**config.mk**
```make
export PLATFORM = sky130hd
export DESIGN_NAME = token_queue_arbiter
export DESIGN_NICKNAME = d
export VERILOG_FILES = /design/src/rtl/token_pkg.sv /design/src/rtl/token_queue_arbiter_rr_pick.sv /design/src/rtl/token_queue_arbiter.sv
export SDC_FILE = /design/constraint.sdc
export NUM_CORES = 1
export LEC_CHECK = 0
export ABC_AREA = 1
export BUFFER_PORTS_ARGS = -buffer_cell sky130_fd_sc_hd__buf_4
export CAP_MARGIN = 20
export CORE_AREA = 2 2 366 368
export DETAILED_ROUTE_END_ITERATION = 12
export DIE_AREA = 0 0 368 370
export MAX_ROUTING_LAYER = met4
export PLACE_DENSITY = 0.39
export SLEW_MARGIN = 20
export SYNTH_ARGS = -nofsm -noshare
export SYNTH_HDL_FRONTEND = slang
export SYNTH_SLANG_ARGS = --single-unit
```
**constraint.sdc**
```tcl
create_clock -name clk -period 12.4 [get_ports clk]
set_input_delay 2.48 -clock clk [delete_from_list [all_inputs] [get_ports clk]]
set_output_delay 2.48 -clock clk [all_outputs]
set_load 0.05 [all_outputs]
```
**src/rtl/token_pkg.sv**
```systemverilog
`default_nettype none
// ============================================================================
// token_pkg : token field widths and packed head-word layout
// Rev 1.0
// ============================================================================
package token_pkg;

    localparam int DATA_W  = 144;
    localparam int POS_W   = 16;
    localparam int ADDR_W  = 17;
    localparam int GARB_W  = 2;
    localparam int TOKEN_W = DATA_W + POS_W + ADDR_W + GARB_W + 1;

    // MSB-first order matches the queue head word {data, position, address, garbage, lit}
    typedef struct packed {
        logic [DATA_W-1:0] data;
        logic [POS_W-1:0]  position;
        logic [ADDR_W-1:0] address;
        logic [GARB_W-1:0] garbage;
        logic              lit_flag;
    } token_t;

endpackage : token_pkg
`default_nettype wire

```
**src/rtl/token_queue_arbiter_rr_pick.sv**
```systemverilog
`default_nettype none
// ============================================================================
// rr_pick : combinational round-robin picker, first request at or above ptr
// Rev 1.0
// ============================================================================
module rr_pick #(
    parameter int NUM_Q = 4,
    parameter int IDX_W = $clog2(NUM_Q)
) (
    input  logic [NUM_Q-1:0] req,
    input  logic [IDX_W-1:0] ptr,
    output logic [NUM_Q-1:0] gnt,
    output logic [IDX_W-1:0] gnt_idx,
    output logic             any
);

    logic [2*NUM_Q-1:0] w_mask;
    logic [2*NUM_Q-1:0] w_dbl;
    logic               w_found;

    // Upper copy is unmasked so the scan wraps past NUM_Q-1 back to 0
    assign w_mask = {(2*NUM_Q){1'b1}} << ptr;
    assign w_dbl  = {req, req} & w_mask;
    assign any    = |req;

    always_comb begin
        w_found = 1'b0;
        gnt_idx = '0;
        for (int i = 0; i < 2*NUM_Q; i++) begin
            if (!w_found && w_dbl[i]) begin
                w_found = 1'b1;
                gnt_idx = IDX_W'(i % NUM_Q);
            end
        end
        gnt = NUM_Q'(w_found) << gnt_idx;
    end

endmodule : rr_pick
`default_nettype wire

```
**src/rtl/token_queue_arbiter.sv**
```systemverilog
`default_nettype none
// ============================================================================
// token_queue_arbiter : round-robin merge of NUM_Q show-ahead token queues
// into one registered token stream. Rev 1.0
// ============================================================================
module token_queue_arbiter
    import token_pkg::*;
#(
    parameter int NUM_Q = 4,
    parameter int IDX_W = $clog2(NUM_Q)
) (
    input  logic                     clk,
    input  logic                     rst,
    input  logic [NUM_Q-1:0]         q_valid,
    input  logic [NUM_Q-1:0]         q_enable,
    input  logic [NUM_Q*TOKEN_W-1:0] q_data,
    output logic [NUM_Q-1:0]         q_rdreq,
    output logic                     out_valid,
    input  logic                     out_ready,
    output logic [DATA_W-1:0]        out_data,
    output logic [POS_W-1:0]         out_position,
    output logic [ADDR_W-1:0]        out_address,
    output logic [GARB_W-1:0]        out_garbage,
    output logic                     out_lit_flag,
    output logic [IDX_W-1:0]         out_src,
    output logic [31:0]              tok_count
);

    token_t           w_slot [NUM_Q];
    token_t           w_sel;
    logic [NUM_Q-1:0] w_elig;
    logic [NUM_Q-1:0] w_gnt;
    logic [IDX_W-1:0] w_gnt_idx;
    logic [IDX_W-1:0] w_ptr_nxt;
    logic             w_any;
    logic             w_space;
    logic             w_fire;

    token_t           r_tok;
    logic             r_out_valid;
    logic [IDX_W-1:0] r_src;
    logic [IDX_W-1:0] r_ptr;
    logic [NUM_Q-1:0] r_cool;
    logic [31:0]      r_tok_count;

    generate
        for (genvar g = 0; g < NUM_Q; g++) begin : g_slot
            assign w_slot[g] = q_data[TOKEN_W*g +: TOKEN_W];
        end
    endgenerate

    // A just-popped queue still shows its old head for one cycle, hence cooldown
    assign w_elig = q_valid & q_enable & ~r_cool;

    rr_pick #(
        .NUM_Q (NUM_Q),
        .IDX_W (IDX_W)
    ) u_rr_pick (
        .req     (w_elig),
        .ptr     (r_ptr),
        .gnt     (w_gnt),
        .gnt_idx (w_gnt_idx),
        .any     (w_any)
    );

    assign w_space   = ~r_out_valid | out_ready;
    assign w_fire    = w_space & w_any & ~rst;
    assign q_rdreq   = w_fire ? w_gnt : '0;
    assign w_sel     = w_slot[w_gnt_idx];
    assign w_ptr_nxt = (w_gnt_idx == IDX_W'(NUM_Q-1)) ? '0 : w_gnt_idx + 1'b1;

    always_ff @(posedge clk or posedge rst) begin
        if (rst) begin
            r_out_valid <= 1'b0;
            r_tok       <= '0;
            r_src       <= '0;
            r_ptr       <= '0;
            r_cool      <= '0;
        end else if (w_fire) begin
            r_out_valid <= 1'b1;
            r_tok       <= w_sel;
            r_src       <= w_gnt_idx;
            r_ptr       <= w_ptr_nxt;
            r_cool      <= w_gnt;
        end else begin
            if (out_ready) begin
                r_out_valid <= 1'b0;
            end
            r_cool <= '0;
        end
    end

    always_ff @(posedge clk or posedge rst) begin
        if (rst) begin
            r_tok_count <= '0;
        end else if (r_out_valid && out_ready) begin
            r_tok_count <= r_tok_count + 32'd1;
        end
    end

    assign out_valid    = r_out_valid;
    assign out_data     = r_tok.data;
    assign out_position = r_tok.position;
    assign out_address  = r_tok.address;
    assign out_garbage  = r_tok.garbage;
    assign out_lit_flag = r_tok.lit_flag;
    assign out_src      = r_src;
    assign tok_count    = r_tok_count;

endmodule : token_queue_arbiter
`default_nettype wire

```
== Word-level counts from Yosys, hierarchy flattened ==
Index checks and enable logic that the tools add are counted.
Storage, ports and cells
  bits in registers: 221
  input bits: 731
Operators by class
  add/sub/neg operators: 2
  magnitude comparators: 1
  eq/ne operators: 1
  shifts and indexed selects: 2
  muxes and demuxes: 22
  bitwise gates (word level): 10
  reduce and logical (&&, ||, !) cells: 17
Operator list (count)
  binary-select mux 180 bit (select 2 bit): 1
  2-to-1 mux 180 bit: 2
  adder 32 x 1 -> 32 bit, second input constant: 1
  2-to-1 mux 2 bit: 7
  2-to-1 mux 1 bit: 11
  AND 4 bit: 2
  AND 8 bit: 1
  logical AND 1 bit: 8
  << shifter 8 x 2 -> 8 bit, first input constant: 1
  zero test 1 bit: 7
  2-to-1 mux 4 bit: 1
  NOT 4 bit: 1
  OR reduction 4 bit: 1
  << shifter 1 x 2 -> 4 bit: 1
  greater-or-equal comparator 3 bit, second input constant: 1
  NOT 2 -> 3 bit: 1
  adder 2 x 1 -> 2 bit, second input constant: 1
  AND 1 bit: 2
  equality test 2 bit, second input constant: 1
  NOT 1 bit: 2
  nonzero test 2 bit: 1
  OR 1 bit: 1

== Logic depth before layout (Yosys ltp) ==
Gate-level depths: netlist of run 1.
  depth after elaboration: 29
  gate-level depth with buffers: 14
  mapped depth without buffers: 12

== Hierarchy ==
A second synthesis of run 1 with hierarchy kept.
Unflattened totals
  cell total of the unflattened synthesis: 2091
  area, all modules: 13912.1 um^2
Modules (own cells, without submodules)
  token_queue_arbiter: times used 1, cells an instance 2062, area an instance 13777.0 um^2, seq. area each 5530.3 um^2
  rr_pick: times used 1, cells an instance 29, area an instance 135.1 um^2, seq. area each 0.0 um^2

== Worst setup path before layout of run 1 ==
OpenSTA, ideal clock, no wires.
  kind: input to output
  start: in rst
  end: out q_rdreq[2]
  arrival: 8785 ps
  required time: 9920 ps
  setup slack: 1135 ps
  stages on the path: 5
  buffers on the path: 0
  path through: inv_1 nand3_4 inv_2 nand2_2 nor2_1
On the way
  cells in the longest elaborated chain, start to end: 3
RTL lines
  start, declared: line token_queue_arbiter.sv:13  | input logic rst,
  NOT 1 bit: line token_queue_arbiter.sv:67  | assign w_fire = w_space & w_any & ~rst;
  AND 1 bit: line token_queue_arbiter.sv:67
  2-to-1 mux 4 bit: line token_queue_arbiter.sv:68  | assign q_rdreq = w_fire ? w_gnt : '0;
  end, declared: line token_queue_arbiter.sv:17  | output logic [NUM_Q-1:0] q_rdreq,
No other way between the ends.

== Worst setup path in the final report of run 1 ==
  start: in rst
  end: out q_rdreq[3]
The elaborated chain is that of the path after synthesis.

==> results of run 1 <==
critical path: stages:
cell and delay (ns):
buf_4 0.13, inv_8 0.47, nand3_4 0.39, buf_4 0.45, inv_2 0.43, nand2_2 0.24
nor2_1 0.19, buf_4 0.26
layout make-up:
type,instances,area share (%)
diodes,7,0.0658
clock buffers,47,3.37
clock inverters,4,0.132
inverters,649,9.20
multi-input cells,1760,30.6
flip-flops and latches,221,20.8
well taps,1768,8.31
repair buffers,974,27.5
flip-flops by register name (all words and copies together), names as in the netlist:
register,count
out_position,16
out_data,144
out_garbage,2
r_ptr,2
out_src,2
out_address,17
out_valid,1
r_cool,4
out_lit_flag,1
tok_count,32
power by group:
group	internal (mW)	switching, mW
registers	0.981	0.189
logic	0.805	1.93
clock network	0.491	0.383
metal layers:
metal  global-route usage, %  vias up
met5                       -        -
met4                    2.32        0
met3                    3.26       79
met2                    25.0      648
met1                    18.6     9799
li1                        -    10100
worst max-delay path by stage:
| stage | from | endpoint | slack (ns) | cells after the start |
|---|---|---|---|---|
| after detailed placement | q_valid[3] | q_rdreq[3] | 4.50 | 11 |
| after global routing | rst | q_rdreq[3] | 4.39 | 8 |
| after CTS | q_valid[3] | q_rdreq[3] | 4.50 | 11 |
| after floorplan | rst | q_rdreq[2] | 1.14 | 5 |
| final | rst | q_rdreq[3] | 4.78 | 8 |
| after global placement | q_valid[3] | q_rdreq[3] | 4.51 | 11 |
cells by family (layout without fill, tap and decap cells):
family / Yosys count / count (layout)
and+or+nand+nor: 1726 / 1726
buffers and inverters: 815 / 1674
DFF: 221 / 221
xor gates and xnor gates: 25 / 25
AOI/OAI and AO/OA: 8 / 8
adders and majority gates: 1 / 1
other: 0 / 7
through the flow:
stage | cell area, µm² | instances | total power [mW] | hold WS (ns)
floorplan | 17100 | 2796 | 2.89 | 0.475
global placement | 25700 | 5372 | 3.95 | 0.464
detailed placement | 25700 | 5372 | 3.95 | 0.466
CTS | 26600 | 5423 | 4.87 | 0.481
global route | 26600 | 5429 | 5.08 | 0.494
finish | 26600 | 5430 | 4.78 | 0.476
cell usage in the layout (no fill, tap or decap), drive strengths merged, types with 7 or more instances in the layout:
| cell | count |
|---|---|
| inv | 650 |
| nor2 | 35 |
| diode | 7 |
| nor3 | 9 |
| xnor2 | 7 |
| nand4 | 11 |
| xor2 | 18 |
| or2 | 112 |
| dfrtp | 221 |
| nand3 | 691 |
| buf | 974 |
| nand2 | 860 |
| clkbuf | 47 |
==> metrics.csv, run 1 <==
metric,value,unit
outcome,"finished, final reports clean",
"antenna viol nets, final",0,
Final Wtd Congestion,0.895,
Post-Syn Area,17100,µm²
synthesis-to-finish area growth,55.6,%
met3 routed WL,6700,µm
critical path peak fanout,90,
final worst-path setup slack,4.78,ns
R2R cell count,12,
register area,5530,µm²
Die W,368,µm
count of different cell masters after synthesis,33,
Hold Startpoint,out_position[7]$_DFFE_PP0P_,
Syn Inst Count,2796,
area of the multi-input gates,8150,µm²
Pins Over Slew Limit,0,
CTS max path bufs,3,
GRT overflow,0,
syn nets,3528,
cell taking the most area after synthesis,dfrtp_1,
RSZ-0062 raised after global routing,false,
NumNets Final,4369,
Synth top cells by count,"nand2_1 (849), nand3_1 (688), inv_1 (643), dfrtp_1 (221), or2_1 (82)",
minimum clock period after layout,7.62,ns
Post-Synth XOR/XNOR Area,1.28,%
r2r endpoint,out_data[136]$_DFFE_PP0P_,
Setup crit end kind,primary output,
Least-Margin Pin Slew,0.996,ns
DR top layer,met4,
WL per Instance,19.1,µm
"Seq/Total Area, Yosys",32.3,%
CP Launch Type,input pin,
fin util,20.1,%
Post-CTS Setup Bufs,0,
Hold Path Class,reg -> reg,
drt first-iter violations,1015,
core box area,132000,µm²
WS Path Type,in -> out,
Worst Path Required,9.92,ns
WP data arrival,5.14,ns
DRC,0,
IO buf count,949,
main combinational cell family by area after synthesis,simple AND/OR/NAND/NOR gates,
clk_skew,0.0157,ns
"Avg Cell Area, Syn",6.12,µm²
root buf cell,clkbuf_16,
row count,134,
ranking of synthesized cells by area,"dfrtp_1 (32%), nand3_1 (20%), nand2_1 (19%), inv_1 (14%), or2_1 (3.0%)",
first-pass GRT wire length,147000,µm
Synth top area share,32.3,%
CTS resizes,0,
max cap viols,0,
fmax,0.131,GHz
die footprint,136000,µm²
DR vias,20600,
synth warn,0,
mux cell area share after synthesis,0,%
initial antenna violation count,19,
CTS Buf Count,31,
Routed WL,104000,µm
Post-synth top flop,dfrtp_1,
Clock Latency Late Sink,0.62,ns
post-synthesis async set-or-reset flop share,100,%
# fillers,15500,
FF-to-FF Start,r_cool[1]$_DFF_PP0_,
simple-gate share of the synthesized area,45.9,%
PwrDens,180,nW/µm²
Lkg Pwr,15.3,nW
hold worst-path end,out_position[7]$_DFFE_PP0P_,
total iterations of the first detailed-routing run,6,
max_slew headroom,33.6,%
Synth Area in Adders,0.0732,%
Starting Density,12.9,%
Clock transition at path regs,0.05,ns
met1 WL,44800,µm
layout cells sized above 1,29.5,%
top-count cell post-synth,nand2_1,
Final Hold Fails,0,
period utilization,61.5,%
worst reg2reg setup slack,8.24,ns
CTS tree,done,
GRT Total Usage,14.9,%
worst hold path depth,2,
Setup Viol. Count Final,0,
vias per cell,3.79,
Ports,950,
pre-CTS setup slack,4.50,ns
post-synthesis compound-gate area fraction,0.249,%
met2 wire length,50600,µm
setup tns final,0,ns
hold buffers post-CTS,0,
Die Span Y,370,µm
H-tree levels,1,
Synth Register Bits,221,
pin count of the biggest net entering global routing,99,
number of synthesized flops with an enable pin,0,
clock sinks,221,
vias in the first global route,20700,
HPWL after DPL,82000,µm
maximum VDD drop,0.000115,V
Note: power is estimated with default switching activity, not from simulation.
==> inputs of run 2 (changes only) <==
ABC_AREA = 0   (was 1)
CORE_AREA = 2 2 368 370   (was 2 2 366 368)
DIE_AREA = 0 0 370 372   (was 0 0 368 370)
PLACE_DENSITY = 0.37   (was 0.39)
clock period = 6.92 ns   (was 12.4 ns; I/O delays follow)
==> run 2 against run 1 <==
  * Flip-flop and latch count is the same
  * First-iteration DRC count shrank 19%
  * Critical path depth shrank 1
  * Die area grew 1.1%
  * Worst hold slack lost 0.0095 ns
  * Non-clock buffer count grew 6
  * Clock skew grew 0.0094 ns
  * Wire length shrank 3.8%
  * Critical endpoint is now q_rdreq[0]
==> metrics.csv, run 2 <==
metric,value,unit
outcome,"finished, final reports clean",
vias in the first global route,16100,
HPWL after DPL,76500,µm
"antenna viol nets, final",0,
design area,24300,µm²
Final Wtd Congestion,0.805,
Post-CTS Setup Bufs,0,
IO buf count,949,
top-count cell post-synth,dfrtp_1,
number of synthesized flops with an enable pin,0,
RSZ-0062 raised after global routing,false,
Setup Viol. Count Final,0,
Final Hold Fails,0,
clock share of power,25.0,%
DR vias,15600,
area of the multi-input gates,7870,µm²
Pins Over Slew Limit,0,
period utilization,69.8,%
hold slack final,0.467,ns
count of different cell masters after synthesis,43,
sequential power share,26.3,%
"Avg Cell Area, Syn",10.5,µm²
Worst Path Required,5.54,ns
root buf cell,clkbuf_16,
most frequent cells in the layout,"buf_4 (972), dfrtp_1 (221), nor2_1 (192)",
Lkg Pwr,10.2,nW
DRC,0,
setup tns final,0,ns
fin util,18.1,%
CTS Buf Count,34,
Clock transition at path regs,0.06,ns
core box area,134000,µm²
vias per cell,3.87,
Final Power,7.19,mW
Die W,370,µm
pin count of the biggest net entering global routing,123,
Synth top area share,39.1,%
CP Launch Type,input pin,
NumNets Final,2936,
Post-Synth XOR/XNOR Area,1.92,%
synth warn,0,
die footprint,138000,µm²
Post-Syn Area,14100,µm²
WS Path Type,in -> out,
GRT Total Usage,14.1,%
row count,135,
"Seq/Total Area, Yosys",39.1,%
Synth top cells by count,"dfrtp_1 (221), nor2_1 (193), mux2i_1 (180), and4_1 (115), a211oi_1 (114)",
synthesis-to-finish area growth,71.8,%
mux cell area share after synthesis,12.8,%
drt first-iter violations,823,
main combinational cell family by area after synthesis,compound AO/OA/AOI/OAI gates,
Hold Path Class,reg -> reg,
CTS tree,done,
first-pass GRT wire length,133000,µm
# fillers,15100,
Least-Margin Pin Slew,1.03,ns
register area,5530,µm²
cell taking the most area after synthesis,dfrtp_1,
Setup crit end kind,primary output,
ranking of synthesized cells by area,"dfrtp_1 (39%), mux2i_1 (13%), and4_1 (7.1%), a2111oi_2 (6.6%), a211oi_1 (6.1%)",
CTS resizes,0,
max cap viols,0,
initial antenna violation count,43,
Clock Latency Late Sink,0.58,ns
fmax,0.207,GHz
total iterations of the first detailed-routing run,4,
H-tree levels,2,
Routed WL,99700,µm
Power Internal,3.80,mW
simple-gate share of the synthesized area,15.1,%
Starting Density,10.5,%
critical path peak fanout,31,
layout cells sized above 1,51.5,%
Post-synth top flop,dfrtp_1,
PwrDens,296,nW/µm²
Die Span Y,372,µm
GRT overflow,0,
clk_skew,0.0251,ns
Synth Register Bits,221,
post-synthesis async set-or-reset flop share,100,%
clock sinks,221,
dpl cell area,23100,µm²
Syn Inst Count,1345,
CTS max path bufs,3,
Sw Pwr,3.39,mW
"most common cell after layout, fill and taps aside",buf_4,
Largest register FFs,144,
maximum VDD drop,0.000131,V
WP data arrival,3.45,ns
switching part of the total,47.2,%
Comb pwr share,48.7,%
max_slew headroom,31.1,%
WL per Instance,24.7,µm
hold buffers post-CTS,0,
minimum clock period after layout,4.83,ns
Ports,950,
Synth Area in Adders,0.0885,%
syn nets,2077,
post-synthesis compound-gate area fraction,25.0,%
-- run 2: cell types whose count changed after synthesis, moves of 115 or more --
cell,previous run,this run
and4_1,0,115
inv_1,643,6
nor2_1,24,193
nand3_1,688,12
mux2i_1,0,180
nand2_1,849,16
-- run 2: final cells by class --
| type | instances | share of cell area, % |
|---|---|---|
| multi-input combinational | 961 | 32.4 |
| clock inverter | 9 | 0.289 |
| tap | 1781 | 9.18 |
| clock buffer | 52 | 4.24 |
| inverter | 6 | 0.108 |
| antenna | 29 | 0.299 |
| timing repair buffer | 980 | 30.7 |
| sequential | 221 | 22.8 |
-- run 2: path summary, 6_finish.rpt --
| path | start | endpoint | slack [ns] | cells after the start |
|---|---|---|---|---|
| min | tok_count[31]$_DFFE_PP0P_ | tok_count[31]$_DFFE_PP0P_ | 0.47 | 1 |
| max | q_valid[2] | q_rdreq[0] | 2.09 | 7 |
| min reg2reg | tok_count[31]$_DFFE_PP0P_ | tok_count[31]$_DFFE_PP0P_ | 0.47 | 1 |
| min in group asynchronous | rst | tok_count[25]$_DFFE_PP0P_ | 0.95 | 2 |
| max reg2reg | r_ptr[1]$_DFFE_PP0P_ | out_data[48]$_DFFE_PP0P_ | 3.49 | 8 |
| max in group asynchronous | rst | out_data[1]$_DFFE_PP0P_ | 4.77 | 3 |
-- run 2: cell families (layout without fill, tap and decap cells) --
| logic type | count (synthesis) | after routing |
|---|---|---|
| buf+inv | 163 | 1047 |
| compound gates | 375 | 375 |
| flops | 221 | 221 |
| simple gates | 373 | 373 |
| xor+xnor | 31 | 31 |
| other cells | 0 | 29 |
| mux | 181 | 181 |
| fa+ha+maj | 1 | 1 |
-- run 2: stage by stage --
stage          cells  setup slack, ns
5_1_grt         4035             2.01
3_5_place_dp    3949             2.11
2_1_floorplan   1345             1.88
3_3_place_gp    3949             2.12
4_1_cts         4010             2.10
6_report        4039             2.09
-- run 2: critical path, cell delays in order --
cell,delay (ns)
buf_4,0.13
nand4b_1,0.15
a21oi_1,0.28
a211o_4,0.44
nand2_2,0.28
nor3_1,0.48
buf_4,0.30
-- run 2: power groups by stage --
stage                     logic [mW]  clock network (mW)  registers [mW]
after floorplan                0.945                   0            3.04
after global placement          3.55                   0            1.90
after detailed placement        3.54                   0            1.90
after CTS                       3.55                1.87            1.89
after global routing            3.68                1.91            1.93
final                           3.50                1.80            1.89
-- run 2: per-layer routing --
metal / track usage [%] / vias up / wire length [µm]
met5: - / - / 0
met4: 4.26 / 0 / 2000
met3: 4.84 / 105 / 7770
met2: 22.8 / 638 / 49400
met1: 16.3 / 7770 / 40500
li1: - / 7133 / -
==> inputs of run 3 (changes only) <==
clock period = 4.2 ns   (was 6.92 ns; I/O delays follow)
==> run 3 against run 2 <==
  * Clock power grew 59%
  * Power grew 65%
  * Register-to-register slack lost 2.2 ns
  * Critical path depth shrank 1
  * Clock skew shrank 0.0059 ns
  * Worst setup slack lost 1.6 ns
  * Worst hold slack lost 0.12 ns
  * Utilization grew 0.18 points
  * Final area grew 1.0%
  * Die area is the same
  * Final cell count grew 0.20%
  * Non-clock buffer count grew 25
==> metrics.csv, run 3 (same netlist as run 2, synthesis figures left out) <==
metric,value,unit
outcome,"finished, final reports clean",
final worst-path setup slack,0.529,ns
max_slew headroom,33.6,%
clock sinks,221,
H-tree levels,2,
GRT overflow,0,
dpl cell area,23400,µm²
root buf cell,clkbuf_16,
CP Launch Type,register,
DRC,0,
switching part of the total,46.7,%
fin util,18.3,%
critical path peak fanout,5,
first-pass GRT wire length,134000,µm
Power Internal,6.31,mW
die footprint,138000,µm²
drt first-iter violations,825,
IO buf count,949,
synthesis-to-finish area growth,73.5,%
DR vias,15800,
core box area,134000,µm²
Die Span Y,372,µm
vias in the first global route,16000,
CTS tree,done,
Least-Margin Pin Slew,0.995,ns
hold buffers post-CTS,0,
total iterations of the first detailed-routing run,5,
"antenna viol nets, final",0,
Setup Viol. Count Final,0,
Post-CTS Setup Bufs,0,
max cap viols,0,
setup tns final,0,ns
GRT Total Usage,14.1,%
pre-CTS setup slack,0.509,ns
slowest CP cell,nor3_1,
Final Power,11.8,mW
fmax,0.272,GHz
"most common cell after layout, fill and taps aside",buf_4,
NumNets Final,2961,
layout cells sized above 1,51.9,%
Sw Pwr,5.53,mW
RSZ-0062 raised after global routing,false,
Pins Over Slew Limit,0,
HPWL after DPL,79200,µm
Clock transition at path regs,0.05,ns
Worst Path Required,3.36,ns
FF-to-FF Start,r_ptr[1]$_DFFE_PP0P_,
WP data arrival,2.83,ns
Die W,370,µm
Ports,950,
WS Path Type,reg -> out,
WL per Instance,24.8,µm
maximum VDD drop,0.000178,V
initial antenna violation count,30,
CTS resizes,0,
Final Wtd Congestion,0.838,
r2r endpoint,out_position[2]$_DFFE_PP0P_,
Final Hold Fails,0,
Clock Latency Late Sink,0.57,ns
Hold Path Class,in -> async,
Comb pwr share,49.5,%
period utilization,87.4,%
CTS max path bufs,3,
pin count of the biggest net entering global routing,101,
minimum clock period after layout,3.67,ns
worst reg2reg setup slack,1.27,ns
most frequent cells in the layout,"buf_4 (986), dfrtp_1 (221), nor2_1 (192)",
row count,135,
clock share of power,24.2,%
clk_skew,0.0192,ns
Largest register FFs,144,
PwrDens,483,nW/µm²
crit-path max cell delay,0.49,ns
Setup crit end kind,primary output,
critical-path cell list,"nand3b_1, and4_4, nor3_2, nand2_2, nor3_1, buf_4",
Lkg Pwr,10.4,nW
Starting Density,10.5,%
vias per cell,3.91,
R2R cell count,6,
Routed WL,100000,µm
design area,24500,µm²
sequential power share,26.3,%
CTS Buf Count,34,
# fillers,15100,
-- run 3: changes by cell type in the layout (fill, tap and decap cells not counted), moves of 3 or more --
| cell | before | now |
|---|---|---|
| a2111oi_0 | 46 | 50 |
| a2111oi_1 | 3 | 0 |
| buf_12 | 8 | 19 |
| buf_4 | 972 | 986 |
| clkbuf_8 | 9 | 6 |
| diode_2 | 29 | 17 |
-- run 3: how the worst max path moves through the flow --
| stage | from | endpoint | slack, ns |
|---|---|---|---|
| after floorplan | q_enable[1] | q_rdreq[0] | 0.25 |
| after global placement | q_valid[3] | q_rdreq[0] | 0.48 |
| after detailed placement | q_valid[3] | q_rdreq[0] | 0.51 |
| after CTS | r_cool[3]$_DFF_PP0_ | q_rdreq[0] | 0.42 |
| after global routing | r_cool[3]$_DFF_PP0_ | q_rdreq[0] | 0.33 |
| final | r_cool[3]$_DFF_PP0_ | q_rdreq[0] | 0.53 |
-- run 3: metal layers --
metal | up-vias | share of wire [%] | global-route usage [%] | routed length [µm]
li1 | 7159 | - | - | -
met1 | 7948 | 40 | 16.6 | 40600
met2 | 638 | 50 | 23.9 | 50100
met3 | 94 | 7.8 | 4.43 | 7840
met4 | 0 | 1.8 | 2.47 | 1760
met5 | - | 0 | - | 0
-- run 3: metrics by stage --
step	instances	hold slack [ns]
global placement	3974	0.458
detailed placement	3974	0.458
floorplan	1345	0.552
global route	4042	0.326
finish	4047	0.344
CTS	4030	0.273
-- run 3: critical path, delay by kind of cell, from the launching register on --
| kind | cells | cell delay [ns] |
|---|---|---|
| buffers and inverters | 1 | 0.30 |
| flip-flops | 1 | 0.36 |
| AND/OR/NAND/NOR | 5 | 1.60 |
-- run 3: power groups by stage --
stage          Combinational, mW  Sequential [mW]  Clock, mW
2_1_floorplan               1.56             5.01          0
3_3_place_gp                5.93             3.14          0
3_5_place_dp                5.92             3.14          0
4_1_cts                     5.93             3.11       3.02
5_1_grt                     6.15             3.18       3.09
6_report                    5.87             3.11       2.87
-- run 3: cell type report --
class | count | area (µm²) | area share, %
Antenna cell | 17 | 42.5 | 0.173
Sequential cell | 221 | 5530 | 22.5
Tap cell | 1781 | 2230 | 9.08
Timing Repair Buffer | 1005 | 7780 | 31.7
Inverter | 6 | 26.3 | 0.107
Multi-Input combinational cell | 961 | 7860 | 32.0
Clock inverter | 4 | 20.0 | 0.0816
Clock buffer | 52 | 1040 | 4.25
